File: config.mk
export PLATFORM = sky130hd
export DESIGN_NAME = kb_ctrl
export DESIGN_NICKNAME = d
export VERILOG_FILES = /design/src/rtl/kb_pkg.sv /design/src/rtl/ps2_rx.sv /design/src/rtl/kb_ctrl.sv
export SDC_FILE = /design/constraint.sdc
export NUM_CORES = 1
export LEC_CHECK = 0
export CAP_MARGIN = 20
export CORE_ASPECT_RATIO = 1.2
export CORE_MARGIN = 5
export CORE_UTILIZATION = 35
export DETAILED_ROUTE_END_ITERATION = 8
export PLACE_DENSITY = 0.58
export SETUP_SLACK_MARGIN = 0.05
export SYNTH_ARGS = -nofsm -noshare
export SYNTH_HDL_FRONTEND = slang
export SYNTH_SLANG_ARGS = --single-unit
File: constraint.sdc
create_clock -name clk -period 5.55 [get_ports clk]
set_input_delay 0.8325 -clock clk [delete_from_list [all_inputs] [get_ports clk]]
set_output_delay 0.8325 -clock clk [all_outputs]
set_load 0.005 [all_outputs]
File: src/rtl/kb_pkg.sv
// rtl/kb_pkg.sv - shared constants, register map and RX FSM states for the PS/2 keyboard controller
package kb_pkg;

    localparam logic [1:0] KB_REG_DATA   = 2'h0;
    localparam logic [1:0] KB_REG_STATUS = 2'h2;

    localparam int ST_OVF_BIT     = 4;
    localparam int ST_PAR_BIT     = 5;
    localparam int ST_FRM_BIT     = 6;
    localparam int DATA_VALID_BIT = 8;

    localparam logic [7:0] KB_PFX_EXT = 8'hE0;
    localparam logic [7:0] KB_PFX_BRK = 8'hF0;

    typedef enum logic [1:0] {
        RX_IDLE   = 2'd0,
        RX_DATA   = 2'd1,
        RX_PARITY = 2'd2,
        RX_STOP   = 2'd3
    } rx_state_t;

    // Odd parity holds when data plus parity bit carry an odd number of ones
    function automatic logic odd_parity_ok(input logic [7:0] data, input logic par);
        return ^{data, par};
    endfunction

endpackage

File: src/rtl/ps2_rx.sv
// rtl/ps2_rx.sv - PS/2 line synchronisers, falling-edge detect, frame deserialiser and timeout
module ps2_rx
    import kb_pkg::*;
#(
    parameter int TIMEOUT_CYCLES = 50000
) (
    input  logic       clk,
    input  logic       reset_n,
    input  logic       ps2_clk,
    input  logic       ps2_data,
    output logic [7:0] rx_byte,
    output logic       rx_push,
    output logic       rx_par_err,
    output logic       rx_frm_err
);

    localparam int TW = $clog2(TIMEOUT_CYCLES + 1);

    logic [1:0]    sync_clk;
    logic [1:0]    sync_data;
    logic          fall;
    logic          bit_in;
    logic          timeout;
    rx_state_t     state, state_nxt;
    logic [7:0]    shift_q, shift_nxt;
    logic [2:0]    bit_cnt, bit_cnt_nxt;
    logic          par_q, par_nxt;
    logic [TW-1:0] idle_cnt;

    // Two-stage synchronisers; idle PS/2 lines are high, so reset loads ones
    always_ff @(posedge clk or negedge reset_n) begin
        if (!reset_n) begin
            sync_clk  <= 2'b11;
            sync_data <= 2'b11;
        end else begin
            sync_clk  <= {sync_clk[0], ps2_clk};
            sync_data <= {sync_data[0], ps2_data};
        end
    end

    assign fall    = sync_clk[1] & ~sync_clk[0];
    assign bit_in  = sync_data[1];
    assign timeout = (idle_cnt == TW'(TIMEOUT_CYCLES));
    assign rx_byte = shift_q;

    // Cycles since the last falling edge; held at zero while idle
    always_ff @(posedge clk or negedge reset_n) begin
        if (!reset_n) begin
            idle_cnt <= '0;
        end else if (fall || state == RX_IDLE) begin
            idle_cnt <= '0;
        end else if (!timeout) begin
            idle_cnt <= idle_cnt + TW'(1);
        end
    end

    // Frame state and shift register
    always_ff @(posedge clk or negedge reset_n) begin
        if (!reset_n) begin
            state   <= RX_IDLE;
            shift_q <= '0;
            bit_cnt <= '0;
            par_q   <= 1'b0;
        end else begin
            state   <= state_nxt;
            shift_q <= shift_nxt;
            bit_cnt <= bit_cnt_nxt;
            par_q   <= par_nxt;
        end
    end

    // Next-state logic; push and error pulses fire on the stop-bit edge
    always_comb begin
        state_nxt   = state;
        shift_nxt   = shift_q;
        bit_cnt_nxt = bit_cnt;
        par_nxt     = par_q;
        rx_push     = 1'b0;
        rx_par_err  = 1'b0;
        rx_frm_err  = 1'b0;
        if (state != RX_IDLE && !fall && timeout) begin
            state_nxt = RX_IDLE;
        end else if (fall) begin
            case (state)
                RX_IDLE: begin
                    if (!bit_in) begin
                        state_nxt   = RX_DATA;
                        bit_cnt_nxt = 3'd0;
                    end
                end
                RX_DATA: begin
                    shift_nxt   = {bit_in, shift_q[7:1]};
                    bit_cnt_nxt = bit_cnt + 3'd1;
                    if (bit_cnt == 3'd7) begin
                        state_nxt = RX_PARITY;
                    end
                end
                RX_PARITY: begin
                    par_nxt   = bit_in;
                    state_nxt = RX_STOP;
                end
                RX_STOP: begin
                    if (!bit_in) begin
                        rx_frm_err = 1'b1;
                    end else if (!odd_parity_ok(shift_q, par_q)) begin
                        rx_par_err = 1'b1;
                    end else begin
                        rx_push = 1'b1;
                    end
                    state_nxt = RX_IDLE;
                end
                default: state_nxt = RX_IDLE;
            endcase
        end
    end

endmodule

File: src/rtl/kb_ctrl.sv
// rtl/kb_ctrl.sv - PS/2 keyboard bus slave: scancode FIFO and registers; option KB_SCANCODE_DECODE_EN
module kb_ctrl
    import kb_pkg::*;
#(
    parameter int FIFO_DEPTH     = 8,
    parameter int TIMEOUT_CYCLES = 50000
) (
    input  logic        clk,
    input  logic        reset_n,
    input  logic        ps2_clk,
    input  logic        ps2_data,
    input  logic        kb_en,
    input  logic        kb_wen,
    input  logic [1:0]  kb_addr,
    input  logic [15:0] kb_wdata,
    output logic [15:0] kb_rdata,
    output logic        kb_irq
);

    localparam int PW = $clog2(FIFO_DEPTH);
`ifdef KB_SCANCODE_DECODE_EN
    localparam int EW = 10;
`else
    localparam int EW = 8;
`endif

    logic [7:0]    rx_byte;
    logic          rx_push, rx_par_err, rx_frm_err;
    logic [1:0]    reg_off;
    logic          data_rd, data_wr, status_rd, status_wr;
    logic          push_req, push, pop, flush, ovf_set;
    logic          empty, full;
    logic [EW-1:0] push_entry, head;
    logic [EW-1:0] mem [FIFO_DEPTH];
    logic [PW:0]   wr_ptr, rd_ptr, wr_nxt, rd_nxt, count;
    logic          ovf_q, par_q, frm_q;
    logic [15:0]   status_word, rdata_nxt;
    logic          unused_bits;

    ps2_rx #(
        .TIMEOUT_CYCLES(TIMEOUT_CYCLES)
    ) u_rx (
        .clk        (clk),
        .reset_n    (reset_n),
        .ps2_clk    (ps2_clk),
        .ps2_data   (ps2_data),
        .rx_byte    (rx_byte),
        .rx_push    (rx_push),
        .rx_par_err (rx_par_err),
        .rx_frm_err (rx_frm_err)
    );

    assign reg_off     = {kb_addr[1], 1'b0};
    assign data_rd     = kb_en && !kb_wen && reg_off == KB_REG_DATA;
    assign data_wr     = kb_en &&  kb_wen && reg_off == KB_REG_DATA;
    assign status_rd   = kb_en && !kb_wen && reg_off == KB_REG_STATUS;
    assign status_wr   = kb_en &&  kb_wen && reg_off == KB_REG_STATUS;
    assign unused_bits = ^{kb_addr[0], kb_wdata[15:7], kb_wdata[3:0], status_rd};

`ifdef KB_SCANCODE_DECODE_EN
    logic ext_q, brk_q, is_ext, is_brk;

    assign is_ext     = (rx_byte == KB_PFX_EXT);
    assign is_brk     = (rx_byte == KB_PFX_BRK);
    assign push_req   = rx_push && !is_ext && !is_brk;
    assign push_entry = {ext_q, brk_q, rx_byte};

    // Prefix latches: armed by E0/F0, consumed by the next real scancode
    always_ff @(posedge clk or negedge reset_n) begin
        if (!reset_n) begin
            ext_q <= 1'b0;
            brk_q <= 1'b0;
        end else if (data_wr) begin
            ext_q <= 1'b0;
            brk_q <= 1'b0;
        end else if (rx_push) begin
            if (is_ext) begin
                ext_q <= 1'b1;
            end else if (is_brk) begin
                brk_q <= 1'b1;
            end else begin
                ext_q <= 1'b0;
                brk_q <= 1'b0;
            end
        end
    end
`else
    assign push_req   = rx_push;
    assign push_entry = rx_byte;
`endif

    assign flush   = data_wr;
    assign empty   = (wr_ptr == rd_ptr);
    assign full    = (wr_ptr[PW] != rd_ptr[PW]) && (wr_ptr[PW-1:0] == rd_ptr[PW-1:0]);
    assign push    = push_req && !full && !flush;
    assign ovf_set = push_req && full && !flush;
    assign pop     = data_rd && !empty;
    assign count   = wr_ptr - rd_ptr;
    assign head    = mem[rd_ptr[PW-1:0]];

    // Pointer updates; a flush overrides any push or pop in the same cycle
    always_comb begin
        wr_nxt = wr_ptr;
        rd_nxt = rd_ptr;
        if (flush) begin
            wr_nxt = '0;
            rd_nxt = '0;
        end else begin
            if (push) wr_nxt = wr_ptr + (PW+1)'(1);
            if (pop)  rd_nxt = rd_ptr + (PW+1)'(1);
        end
    end

    // Pointer registers and interrupt, which mirrors non-empty after this edge
    always_ff @(posedge clk or negedge reset_n) begin
        if (!reset_n) begin
            wr_ptr <= '0;
            rd_ptr <= '0;
            kb_irq <= 1'b0;
        end else begin
            wr_ptr <= wr_nxt;
            rd_ptr <= rd_nxt;
            kb_irq <= (wr_nxt != rd_nxt);
        end
    end

    // Queue storage; contents behind the pointers need no reset
    always_ff @(posedge clk) begin
        if (push) mem[wr_ptr[PW-1:0]] <= push_entry;
    end

    // Sticky error flags: a new event outranks a simultaneous write-1-to-clear
    always_ff @(posedge clk or negedge reset_n) begin
        if (!reset_n) begin
            ovf_q <= 1'b0;
            par_q <= 1'b0;
            frm_q <= 1'b0;
        end else begin
            ovf_q <= ovf_set    | (ovf_q & ~(status_wr & kb_wdata[ST_OVF_BIT]));
            par_q <= rx_par_err | (par_q & ~(status_wr & kb_wdata[ST_PAR_BIT]));
            frm_q <= rx_frm_err | (frm_q & ~(status_wr & kb_wdata[ST_FRM_BIT]));
        end
    end

    // Read mux for DATA and STATUS words
    always_comb begin
        status_word             = '0;
        status_word[3:0]        = 4'(count);
        status_word[ST_OVF_BIT] = ovf_q;
        status_word[ST_PAR_BIT] = par_q;
        status_word[ST_FRM_BIT] = frm_q;
        rdata_nxt               = '0;
        if (reg_off == KB_REG_DATA) begin
            if (!empty) begin
                rdata_nxt[7:0]            = head[7:0];
                rdata_nxt[DATA_VALID_BIT] = 1'b1;
`ifdef KB_SCANCODE_DECODE_EN
                rdata_nxt[10:9]           = head[9:8];
`endif
            end
        end else begin
            rdata_nxt = status_word;
        end
    end

    // Read data register, updated only by read accesses
    always_ff @(posedge clk or negedge reset_n) begin
        if (!reset_n) begin
            kb_rdata <= '0;
        end else if (kb_en && !kb_wen) begin
            kb_rdata <= rdata_nxt;
        end
    end

endmodule

==> key figures <==
Timing
  – Worst Tran Pin Value: 0.882 ns
  – RSZ-0062 raised after global routing: false
  – Ratio of final minimum period to clock period: 0.700
  – Max_slew headroom: 0.410
  – Final setup fails: 0
  – Fin. Hold Viols: 0
  – Clock skew: 0.00793 ns
  – Final min period: 3.88 ns
  – Slew Viols, Final: 0
  – WHS: 0.356 ns
  – Setup TNS: 0 ns
  – Max Fclk: 258 MHz

Logic synthesis
  – Post-Syn Area: 0.00536 mm²
  – Syn_area_per_cell: 13.2 µm²
  – Syn Inst Count: 407
  – Async set-or-reset flop fraction in the synthesized netlist: 0.462
  – Flops & latches, synth: 119
  – Number of library cell types mapped by synthesis: 51
  – Ys Warns: 0
  – Most area-consuming cells after synthesis: edfxtp_1, dfrtp_1, mux4_2, nand2_1, ha_1
  – Sequential-to-total area share from yosys stat: 0.616
  – Top-area cell type share of the netlist area: 0.359
  – Largest area contributor in the netlist: edfxtp_1
  – Post-synth top flop: edfxtp_1
  – Number of synthesized flops with an enable pin: 64

Drt
  – Antenna viol nets, final: 0
  – DR WL/cell: 16.1 µm
  – Total Wirelength: 10500 µm
  – # DRC: 0
  – Iteration count of the initial detailed-routing pass: 4
  – Avg Vias per Cell: 4.78
  – Vias after detailed routing: 3132
  – Initial DRC Count: 237

Worst setup path
  – CP Data Arrival Time: 4.19 ns
  – Slowest cell on crit path: and4_1
  – Max stage delay on crit path: 0.69 ns
  – Critical path, cell by cell: clkinv_1 > ha_1 > and3_1 > a211o_1 > mux2i_1 > and4_1 > xor3_1 > a31oi_1
  – Critical Path Sink Type: flop
  – CP Launch Type: flop
  – Buf/Inv on CP: 1
  – WP data required: 5.86 ns
  – Crit-path leading delay family: simple AND/OR/NAND/NOR gates
  – CP Class: flop to flop
  – Max FO, Critical Path: 11

Power and ir drop
  – Comb power frac: 0.267
  – Seq pwr share: 0.386
  – VDD IR max: 0.195 mV
  – Internal Power: 0.00231 W
  – Leakage: 2.52 nW
  – Switching Fraction: 0.298
  – Pwr dens: 516 mW/mm²
  – Net switching power: 0.000982 W
  – Clock Power Share: 0.347

Clock network
  – CTS Buffer Depth: 2
  – Clock Pin Slew Worst Setup and Hold Paths: 0.06 ns
  – Num Clock Sinks: 119
  – Max H-tree Level: 4
  – Clock latency on the worst-skew pair: 0.40 ns
  – Cts hold-fix bufs: 0
  – CTS Buf Count: 17
  – Post-CTS resize count: 0
  – CTS tree: yes
  – # Post-CTS Setup Buffers: 0
  – CTS root buf: clkbuf_16

Place
  – Placer Congestion: 0.785
  – I/O Buffers: 19
  – Final HPWL DP: 6890 µm
  – Placed inst area: 0.00576 mm²

GRT
  – Initial antenna violation count: 0
  – Total track usage: 0.128
  – Overflow after GRT: 0
  – Vias in the first global route: 3364
  – Largest net degree at the start of global routing: 56
  – First-pass GRT wire length: 17400 µm

Die
  – Initial core utilization: 0.357
  – Die area: 0.0179 mm²
  – Core area: 0.0150 mm²
  – Die extent in x: 123 µm
  – Die H: 146 µm
  – Io pins: 41
  – Row Count: 49

Layout
  – Layout cell share with drive strength beyond 1: 0.160
  – Diode count: 0
  – Layout area overhead: 19.1%
  – Most common cell after layout, fill and taps aside: edfxtp_1
  – Nets: 478
  – Post-route design area: 0.00638 mm²
  – Filler Cells Inserted: 1382
  – Most frequent cells in the layout: edfxtp_1, nand2_1, dfrtp_1

Job
  – Max-cap violations: 0

Run status
  – Status: finished clean

Worst hold path
  – Min-Delay Path Class: flop to flop
==> path summary, 6_finish.rpt <==
| check | start | end | slack (ns) | cells past startpoint |
|---|---|---|---|---|
| worst max-delay path | rd_ptr[2] | kb_irq | 1.67 | 8 |
| worst min-delay path | u_rx.sync_data[0] | u_rx.sync_data[1] | 0.36 | 0 |
| worst max register to register | rd_ptr[2] | kb_irq | 1.67 | 8 |
| worst min register to register | u_rx.sync_data[0] | u_rx.sync_data[1] | 0.36 | 0 |
| max in group asynchronous | reset_n | wr_ptr[2] | 4.49 | 2 |
| min in group asynchronous | reset_n | u_rx.idle_cnt[13] | 0.57 | 2 |
==> area by class of cell <==
type / instances / area (µm²) / share of cell area
sequential: 119 / 3300 / 0.517
multi-input combinational: 262 / 1920 / 0.301
clock buffer: 19 / 443 / 0.0694
tap: 204 / 255 / 0.0400
timing repair buffer: 25 / 230 / 0.0361
clock inverter: 12 / 178 / 0.0278
inverter: 14 / 52.6 / 0.00823
==> synthesized netlist by cell type, drive strengths merged (3+ instances only) <==
master and number:
or3 6, a21oi 9, nand3 11, or2 3
edfxtp 64, nand2 57, nand4 3, mux2 10
buf 11, inv 13, nor3 7, nor2b 3
mux4 16, xor2 11, xnor3 3, dfstp 4
xnor2 15, dfrtp 51, o21ai 16, ha 14
a22oi 5, and3 3, nor2 38, clkbuf 7
mux2i 4
==> power groups by stage <==
stage	sequential [W]	clock (W)	combinational (W)
6_report	0.00127	0.00114	0.000880
3_3_place_gp	0.00128	0	0.000869
4_1_cts	0.00127	0.00117	0.000893
3_5_place_dp	0.00129	0	0.000879
5_1_grt	0.00130	0.00121	0.000982
2_1_floorplan	0.00124	0	0.000636
==> metal layers <==
metal  share of wire  up-vias  routed length [µm]  GRT usage
met5               0        -                   0          0
met4          0.0090        0                  95     0.0476
met3           0.037        8                 392     0.0393
met2            0.50       55                5280      0.203
met1            0.45     1561                4770      0.164
li1                -     1508                   -          -
==> cells by family (layout without fill, tap and decap cells) <==
family,count (synthesis),count (layout),share of synthesized area
AO/OA/AOI/OAI,40,40,0.0453
flip-flops,119,119,0.616
multiplexers,30,30,0.0957
AND/OR/NAND/NOR,140,140,0.117
XOR/XNOR,30,30,0.0598
other,1,7,0.000700
adder cells (fa/ha/maj),15,15,0.0364
buffers and inverters,32,70,0.0292
==> state kept, by name (all words and copies together), names as in the netlist <==
name and count:
wr_ptr 4, mem 64, par_q 1, frm_q 1, ovf_q 1, u_rx.sync_data 2, kb_irq 1, u_rx.state 2
kb_rdata 9, u_rx.sync_clk 2, u_rx.par_q 1, rd_ptr 4, u_rx.bit_cnt 3, u_rx.idle_cnt 16, u_rx.rx_byte 8
==> through the flow <==
step,total power (W),cells,setup WS (ns),utilization
after global placement,0.00215,624,1.76,0.384
after CTS,0.00334,655,1.59,0.425
final,0.00329,655,1.67,0.425
after global routing,0.00348,655,1.35,0.425
after floorplan,0.00187,413,2.21,-
after detailed placement,0.00217,624,1.61,0.384
Note: power is estimated with default switching activity, not from simulation.
